--- config.mk ---
export PLATFORM = sky130hd
export DESIGN_NAME = uart_rx_frame_check
export DESIGN_NICKNAME = d
export VERILOG_FILES = /design/src/rtl/uart_rx_pkg.sv /design/src/rtl/uart_rx_parity_acc.sv /design/src/rtl/uart_rx_frame_check.sv
export SDC_FILE = /design/constraint.sdc
export NUM_CORES = 1
export LEC_CHECK = 0
export ABC_CLOCK_PERIOD_IN_PS = 1500
export CAP_MARGIN = 20
export CORE_MARGIN = 3
export CORE_UTILIZATION = 33
export DETAILED_ROUTE_END_ITERATION = 10
export HOLD_SLACK_MARGIN = 0.08
export PLACE_DENSITY_LB_ADDON = 0.2
export SLEW_MARGIN = 20
export SYNTH_ARGS = -nofsm -noshare
export SYNTH_HDL_FRONTEND = slang
export SYNTH_HIERARCHICAL = 1
export SYNTH_SLANG_ARGS = --single-unit
--- constraint.sdc ---
create_clock -name CLK -period 1.5 [get_ports CLK]
set_input_delay 0.3 -clock CLK [delete_from_list [all_inputs] [get_ports CLK]]
set_output_delay 0.3 -clock CLK [all_outputs]
set_load 0.005 [all_outputs]
--- src/rtl/uart_rx_pkg.sv ---
// uart_rx_pkg: shared definitions for the UART RX frame checker.
//   - state_e        : frame sequencer states
//   - DATA_WIDTH_MIN / DATA_WIDTH_MAX : legal data-bit range
//   - STOP_BITS_MIN / STOP_BITS_MAX   : legal stop-bit range
package uart_rx_pkg;

   localparam int unsigned DATA_WIDTH_MIN = 5;
   localparam int unsigned DATA_WIDTH_MAX = 9;
   localparam int unsigned STOP_BITS_MIN  = 1;
   localparam int unsigned STOP_BITS_MAX  = 2;

   typedef enum logic [2:0] {
      ST_IDLE   = 3'd0,
      ST_START  = 3'd1,
      ST_DATA   = 3'd2,
      ST_PARITY = 3'd3,
      ST_STOP   = 3'd4
   } state_e;

endpackage

--- src/rtl/uart_rx_parity_acc.sv ---
// uart_rx_parity_acc: running XOR of received data bits with a parity compare.
// Only instantiated when UART_RX_PARITY_EN is defined.
// Ports:
//   CLK, RST        : clock, asynchronous active-low reset
//   i_clr           : clear the accumulator (start of frame)
//   i_en            : fold i_bit into the accumulator
//   i_bit           : current sampled bit
//   i_parity_type   : 0 = even, 1 = odd
//   o_error         : accumulator ^ i_bit ^ i_parity_type (valid on the parity bit)
module uart_rx_parity_acc (
   input  logic CLK,
   input  logic RST,
   input  logic i_clr,
   input  logic i_en,
   input  logic i_bit,
   input  logic i_parity_type,
   output logic o_error
);

   logic r_acc;

   always_ff @(posedge CLK or negedge RST) begin
      if (!RST) begin
         r_acc <= 1'b0;
      end else if (i_clr) begin
         r_acc <= 1'b0;
      end else if (i_en) begin
         r_acc <= r_acc ^ i_bit;
      end
   end

   assign o_error = r_acc ^ i_bit ^ i_parity_type;

endmodule

--- src/rtl/uart_rx_frame_check.sv ---
// uart_rx_frame_check: UART receive frame sequencer. Validates the start bit,
// collects DATA_WIDTH bits LSB-first, optionally checks parity, checks
// STOP_BITS stop bits and delivers the word with per-frame error flags.
// Optional feature macro: UART_RX_PARITY_EN (adds Parity_Type port and PARITY state).
// Ports:
//   CLK, RST      : clock, asynchronous active-low reset
//   Frame_Start   : start pulse from falling-edge detector (honoured only when idle)
//   Bit_Valid     : strobe qualifying Sampled_Bit
//   Sampled_Bit   : majority-voted line value
//   Parity_Type   : 0 = even, 1 = odd (UART_RX_PARITY_EN only)
//   Data_Out      : received word, held until the next Data_Valid
//   Data_Valid    : one-cycle pulse on frame completion
//   Start_Glitch  : one-cycle pulse when the start bit samples 1
//   Parity_Error  : parity flag, updated with Data_Valid
//   Stop_Error    : stop flag, updated with Data_Valid
//   Busy          : high whenever the sequencer is not idle
module uart_rx_frame_check
   import uart_rx_pkg::*;
#(
   parameter int unsigned DATA_WIDTH = 8,
   parameter int unsigned STOP_BITS  = 1
) (
   input  logic                  CLK,
   input  logic                  RST,
   input  logic                  Frame_Start,
   input  logic                  Bit_Valid,
   input  logic                  Sampled_Bit,
`ifdef UART_RX_PARITY_EN
   input  logic                  Parity_Type,
`endif
   output logic [DATA_WIDTH-1:0] Data_Out,
   output logic                  Data_Valid,
   output logic                  Start_Glitch,
   output logic                  Parity_Error,
   output logic                  Stop_Error,
   output logic                  Busy
);

   localparam int unsigned      CNT_W     = $clog2(DATA_WIDTH);
   localparam logic [CNT_W-1:0] LAST_BIT  = CNT_W'(DATA_WIDTH - 1);
   localparam logic             LAST_STOP = (STOP_BITS == 2) ? 1'b1 : 1'b0;

   if (DATA_WIDTH < DATA_WIDTH_MIN || DATA_WIDTH > DATA_WIDTH_MAX) begin : g_bad_data_width
      $error("uart_rx_frame_check: DATA_WIDTH out of range 5..9");
   end
   if (STOP_BITS < STOP_BITS_MIN || STOP_BITS > STOP_BITS_MAX) begin : g_bad_stop_bits
      $error("uart_rx_frame_check: STOP_BITS must be 1 or 2");
   end

   state_e                r_state;
   state_e                w_state_nxt;
   logic [CNT_W-1:0]      r_bit_cnt;
   logic                  r_stop_cnt;
   logic                  r_stop_err;
   logic [DATA_WIDTH-1:0] r_shift;
   logic [DATA_WIDTH-1:0] r_data_out;
   logic                  r_data_valid;
   logic                  r_start_glitch;
   logic                  r_stop_error;

   logic w_start_ok;
   logic w_glitch;
   logic w_data_bit;
   logic w_stop_bit;
   logic w_frame_done;
`ifdef UART_RX_PARITY_EN
   logic w_par_bit;
   logic w_par_cmp;
   logic r_par_err;
   logic r_parity_error;
`endif

   // Next-state decode; each w_* strobe marks which bit the current Bit_Valid is.
   always_comb begin
      w_state_nxt  = r_state;
      w_start_ok   = 1'b0;
      w_glitch     = 1'b0;
      w_data_bit   = 1'b0;
      w_stop_bit   = 1'b0;
      w_frame_done = 1'b0;
`ifdef UART_RX_PARITY_EN
      w_par_bit    = 1'b0;
`endif
      case (r_state)
         ST_IDLE: begin
            // A coincident Bit_Valid is not taken as the start bit.
            if (Frame_Start) w_state_nxt = ST_START;
         end
         ST_START: begin
            if (Bit_Valid) begin
               if (Sampled_Bit) begin
                  w_glitch    = 1'b1;
                  w_state_nxt = ST_IDLE;
               end else begin
                  w_start_ok  = 1'b1;
                  w_state_nxt = ST_DATA;
               end
            end
         end
         ST_DATA: begin
            if (Bit_Valid) begin
               w_data_bit = 1'b1;
               if (r_bit_cnt == LAST_BIT) begin
`ifdef UART_RX_PARITY_EN
                  w_state_nxt = ST_PARITY;
`else
                  w_state_nxt = ST_STOP;
`endif
               end
            end
         end
`ifdef UART_RX_PARITY_EN
         ST_PARITY: begin
            if (Bit_Valid) begin
               w_par_bit   = 1'b1;
               w_state_nxt = ST_STOP;
            end
         end
`endif
         ST_STOP: begin
            if (Bit_Valid) begin
               w_stop_bit = 1'b1;
               if (r_stop_cnt == LAST_STOP) begin
                  w_frame_done = 1'b1;
                  w_state_nxt  = ST_IDLE;
               end
            end
         end
         default: w_state_nxt = ST_IDLE;
      endcase
   end

   always_ff @(posedge CLK or negedge RST) begin
      if (!RST) begin
         r_state <= ST_IDLE;
      end else begin
         r_state <= w_state_nxt;
      end
   end

   // Frame datapath: counters, shift register and sticky stop-error latch.
   always_ff @(posedge CLK or negedge RST) begin
      if (!RST) begin
         r_bit_cnt  <= '0;
         r_stop_cnt <= 1'b0;
         r_stop_err <= 1'b0;
         r_shift    <= '0;
      end else begin
         if (w_start_ok) begin
            r_bit_cnt  <= '0;
            r_stop_cnt <= 1'b0;
            r_stop_err <= 1'b0;
         end
         if (w_data_bit) begin
            // LSB-first line order: first bit received ends at bit 0.
            r_shift   <= {Sampled_Bit, r_shift[DATA_WIDTH-1:1]};
            r_bit_cnt <= r_bit_cnt + 1'b1;
         end
         if (w_stop_bit) begin
            r_stop_cnt <= r_stop_cnt + 1'b1;
            if (!Sampled_Bit) r_stop_err <= 1'b1;
         end
      end
   end

   // Registered outputs; error flags only move when a frame is delivered.
   always_ff @(posedge CLK or negedge RST) begin
      if (!RST) begin
         r_data_out     <= '0;
         r_data_valid   <= 1'b0;
         r_start_glitch <= 1'b0;
         r_stop_error   <= 1'b0;
      end else begin
         r_data_valid   <= w_frame_done;
         r_start_glitch <= w_glitch;
         if (w_frame_done) begin
            r_data_out   <= r_shift;
            // The final stop bit is still on Sampled_Bit this cycle.
            r_stop_error <= r_stop_err | ~Sampled_Bit;
         end
      end
   end

`ifdef UART_RX_PARITY_EN
   uart_rx_parity_acc u_parity_acc (
      .CLK           (CLK),
      .RST           (RST),
      .i_clr         (w_start_ok),
      .i_en          (w_data_bit),
      .i_bit         (Sampled_Bit),
      .i_parity_type (Parity_Type),
      .o_error       (w_par_cmp)
   );

   always_ff @(posedge CLK or negedge RST) begin
      if (!RST) begin
         r_par_err      <= 1'b0;
         r_parity_error <= 1'b0;
      end else begin
         if (w_start_ok) r_par_err <= 1'b0;
         else if (w_par_bit) r_par_err <= w_par_cmp;
         if (w_frame_done) r_parity_error <= r_par_err;
      end
   end

   assign Parity_Error = r_parity_error;
`else
   assign Parity_Error = 1'b0;
`endif

   assign Data_Out     = r_data_out;
   assign Data_Valid   = r_data_valid;
   assign Start_Glitch = r_start_glitch;
   assign Stop_Error   = r_stop_error;
   assign Busy         = (r_state != ST_IDLE);

endmodule
Yosys cells after proc, flatten, opt, wreduce, memory -nomap -nowiden:

Index checks and enable logic that the tools add are counted.

* register bits: 27
* latch bits: 0
* RAM bits: 0
* bits in read-only memories: 0
* input bits: 5
* output and inout bits: 13
* logic and storage cells: 55
* memories kept: 0

* add/subtract/negate cells: 2
* multipliers: 0
* div/mod/pow operators: 0
* magnitude comparators: 0
* equal/unequal tests: 10
* shift operators: 0
* multiplexer cells: 27
* bitwise operators: 2
* reduce and logical (&&, ||, !) cells: 5

Operator list (count)
* two-way mux 3 bit: 8
* two-way mux 1 bit: 17
* inequality test 2 bit, second input constant: 6
* case mux 3 bit (4 select lines): 1
* equality test 3 bit, second input constant: 2
* AND reduction 6 bit: 1
* nonzero test 2 bit: 2
* adder 3 x 1 -> 3 bit, second input constant: 1
* equality test 3 x 1 -> 1 bit, second input constant: 1
* equality test 3 x 2 -> 1 bit, second input constant: 1
* zero test 3 bit: 1
* nonzero test 3 bit: 1
* two-way mux 2 bit: 1
* adder 1 bit, second input constant: 1
* inverter 1 bit: 1
* bitwise OR 1 bit: 1

Longest topological paths before layout:

* depth after elaboration: 6
* mapped depth: 5
* gate-level depth less buffers: 5

Worst setup path after synthesis:

No wires, ideal clock.

* path type: reg2reg
* start point: register r_state[0]
* end point: register r_data_out[0] (netlist: Data_Out[0])
* arrival time: 1.456 ns
* data required time: 1.375 ns
* slack: -0.081 ns
* cell stages (with the launch flop): 4
* clock period less this slack: 1.581 ns
* cells stage by stage: dfrtp_1 > or3b_4 > nor3_4 > mux2_2

* cells in the longest elaborated chain, start to end: 2

RTL lines
* from (decl): RTL line uart_rx_frame_check.sv:50 `state_e r_state;`
* from (signal assigned): RTL line uart_rx_frame_check.sv:137 `r_state <= w_state_nxt;`
* equality test 3 bit: RTL line uart_rx_frame_check.sv:84 `case (r_state)`
* two-way mux 1 bit: RTL line uart_rx_frame_check.sv:84
* via w_frame_done: RTL line uart_rx_frame_check.sv:65 `logic w_frame_done;`
* to (signal assigned): RTL line uart_rx_frame_check.sv:177 `r_data_out <= r_shift;`
* to (decl): RTL line uart_rx_frame_check.sv:56 `logic [DATA_WIDTH-1:0] r_data_out;`

The timed path passes the listed nets, and every way through them passes these cells.
A chain may end at the register's enable or synchronous reset.

Final worst setup path:

* start point: register r_state[0]
* end point: register r_data_out[5] (netlist: Data_Out[5])

Same word-level chain as after synthesis.

==> out/qor.csv <==
stage,metric,value,unit
outcome,outcome,"complete, but fails checks",
outcome,failing checks,negative setup slack,
grt,largest net degree at the start of global routing,28,
synthesis,register area share after synthesis,0.578,
grt,initial antenna violation count,0,
drt,Post-Route WL,2140,µm
sta,hold_ws,0.316,ns
placed_design,I/O Buffers,16,
synthesis,most common library cells after synthesis,"nand2_1, dfrtp_1, mux2_2",
clock_tree,CTS buffer count,3,
sta,setup TNS,-1.05,ns
sta,Slew Limit Fails,0,
grt,gr usage total,0.111,
sta,final setup margin,-0.115,ns
clock_tree,"Reg clk slew, reported paths",0.15,ns
worst_setup_path,flop-to-flop setup slack,-0.12,ns
worst_setup_path,cell family with most CP delay,simple AND/OR/NAND/NOR gates,
cells_and_area,Fill cells,341,
sta,max frequency,0.619,GHz
flow_run,Max Cap Viol,0,
worst_hold_path,HP Class,primary input to async pin,
worst_setup_path,CP max FO,10,
clock_tree,clk sink count,27,
cells_and_area,Synth-to-Final Area Change,30.8,%
worst_setup_path,"Cell Chain, Critical Path",or3b_4 -> nor3_4 -> buf_12 -> mux2_2,
cells_and_area,layout cells sized above 1,0.250,
synthesis,Mapped Cells,107,
drt,Antenna Nets Post-Route,0,
synthesis,yosys warns,6,
floorplan,I/O pin cnt,18,
synthesis,Post-synth ARST share,1.00,
floorplan,core area,3200,µm²
worst_setup_path,critical path class,flip-flop to flip-flop,
cells_and_area,area occupied by multi-input gates,480,µm²
cells_and_area,design area,1530,µm²
sta,Final period util,1.08,
clock_tree,root buffer cell,clkbuf_4,
worst_setup_path,crit path DAT,1.84,ns
cells_and_area,# diodes,0,
sta,Max Clock Skew,0.00907,ns
sta,fin crit period,1.62,ns
placed_design,dpl hpwl,1470,µm
synthesis,Synth Net Count,114,
power,Power Dens Cells,1190,nW/µm²
synthesis,Yosys top cell area share,0.578,
synthesis,"FF+latch count, synth",27,
drt,DR vias,827,
drt,Routed WL per cell,11.9,µm
drt,1st-pass router iterations,4,
worst_setup_path,startpoint types,flip-flop,
drt,DRC viols,0,
synthesis,largest cells by area after synthesis,"dfrtp_1, nand2_1, mux2_2",
power,VDD IR max,0.000653,V
drt,Iteration-0 DRC Markers,24,
placed_design,placer congestion estimate,0.722,
synthesis,"count leader, synth",nand2_1,
grt,vias in the first global route,846,
sta,Final Setup Violations,10,
sta,"Hold Vio Cnt, Final",0,
worst_setup_path,"Req. time, crit path",1.73,ns
clock_tree,CTS Hold Buffers Added,0,
worst_setup_path,RR Startpoint,r_state[0],
clock_tree,worst skew pair latency,0.33,ns
worst_setup_path,CP max stage cell,dfrtp_1,
synthesis,Syn Area/Cell,10.9,µm²
grt,gr ovfl total,0,
worst_setup_path,kind of end point of the critical path,flip-flop,
worst_setup_path,Worst R2R End,Data_Out[5],
worst_setup_path,CP Buf/Inv Count,1,
floorplan,die area,4300,µm²
synthesis,Mapped Area,1170,µm²
synthesis,number of synthesized flops with an enable pin,0,
floorplan,row count,20,
cells_and_area,register area,676,µm²
clock_tree,Clock Path Buffers,2,
worst_setup_path,R2R depth,4,
worst_setup_path,Critical Path Max Stage Delay,0.44,ns
clock_tree,CTS H-tree lvls,1,
cells_and_area,Final Core Density,0.478,
grt,first-pass GRT wire length,3660,µm
floorplan,Initial Util,0.365,
floorplan,die extent in y,65.5,µm
floorplan,Die Wd,65.5,µm
clock_tree,CTS tree,done,
drt,Vias/cell,4.59,
synthesis,"area leader, netlist",dfrtp_1,
placed_design,placed standard-cell area,1470,µm²
cells_and_area,Final #Nets,144,
synthesis,predominant post-synthesis flop cell,dfrtp_1,
power,leak pwr,0.812,nW
synthesis,Synth cell types,26,
sta,unrepaired setup endpoints after global routing,yes,
-- worst max-delay path by stage --
stage	startpoint	to	depth (start not counted)
6_report	r_state[0]	Data_Out[5]	4
5_1_grt	r_state[0]	Data_Out[1]	4
4_1_cts	r_state[0]	Data_Out[5]	4
3_5_place_dp	Bit_Valid	Data_Out[6]	5
3_3_place_gp	Bit_Valid	Data_Out[0]	5
2_1_floorplan	r_state[0]	Data_Out[0]	3
-- worst register-to-register path, cell delays in order (launching register included) --
cell and delay [ns]:
dfrtp_1 0.44, or3b_4 0.43, nor3_4 0.16, buf_12 0.16, mux2_2 0.33
-- timing repair --
| action | CTS | global route |
|---|---|---|
| endpoints found under the hold margin | 0 | 0 |
| gates resized for setup | 15 | 5 |
| endpoints found under the setup margin | 22 | 20 |
| setup buffers | 2 | 0 |
-- metal layers --
layer	up-vias	GRT usage	wire (µm)
li1	420	-	-
met1	396	0.151	1100
met2	9	0.163	959
met3	2	0.0222	62
met4	0	0.0622	18
met5	-	0	0
-- layout by cell type, fill, tap and decap left out, types with 3 or more instances in the layout --
cell | synthesis | layout
inv_1 | 3 | 3
dlygate4sd2_1 | 0 | 9
clkdlybuf4s50_1 | 0 | 4
nor2_1 | 3 | 3
nand2_1 | 31 | 31
clkbuf_4 | 0 | 3
buf_4 | 1 | 13
dfrtp_1 | 27 | 27
mux2_2 | 9 | 9
a21oi_1 | 5 | 5
-- per-stage QoR --
stage	worst slack (ns)	power (mW)	std cells
final	-0.115	1.82	180
after global routing	-0.141	1.97	180
after CTS	-0.114	1.83	180
after detailed placement	-0.455	1.50	174
after global placement	-0.441	1.50	174
after floorplan	-0.0812	1.26	107
-- power by group --
| part | total [mW] | switching, mW | internal [mW] |
|---|---|---|---|
| Clock | 0.320 | 0.218 | 0.102 |
| Sequential | 0.951 | 0.0977 | 0.853 |
| Combinational | 0.550 | 0.260 | 0.290 |
-- registers in the layout, summed over array words and instances (netlist names) --
register,count
Data_Out,8
Data_Valid,1
Start_Glitch,1
Stop_Error,1
r_bit_cnt,3
r_shift,8
r_state,3
r_stop_cnt,1
r_stop_err,1
-- cell type report --
class,count,area share
timing repair buffer,31,0.182
sequential,27,0.442
tap,44,0.0360
inverter,3,0.00736
clock inverter,1,0.00491
clock buffer,3,0.0147
multi-input combinational,71,0.314
-- cells by family after synthesis --
family	share of synthesized area
simple gates	0.209
other cells	0.00321
buf+inv	0.0321
flops	0.578
fa+ha+maj	0.0214
compound gates	0.0535
mux	0.104
(Power assumes the default switching activity.)
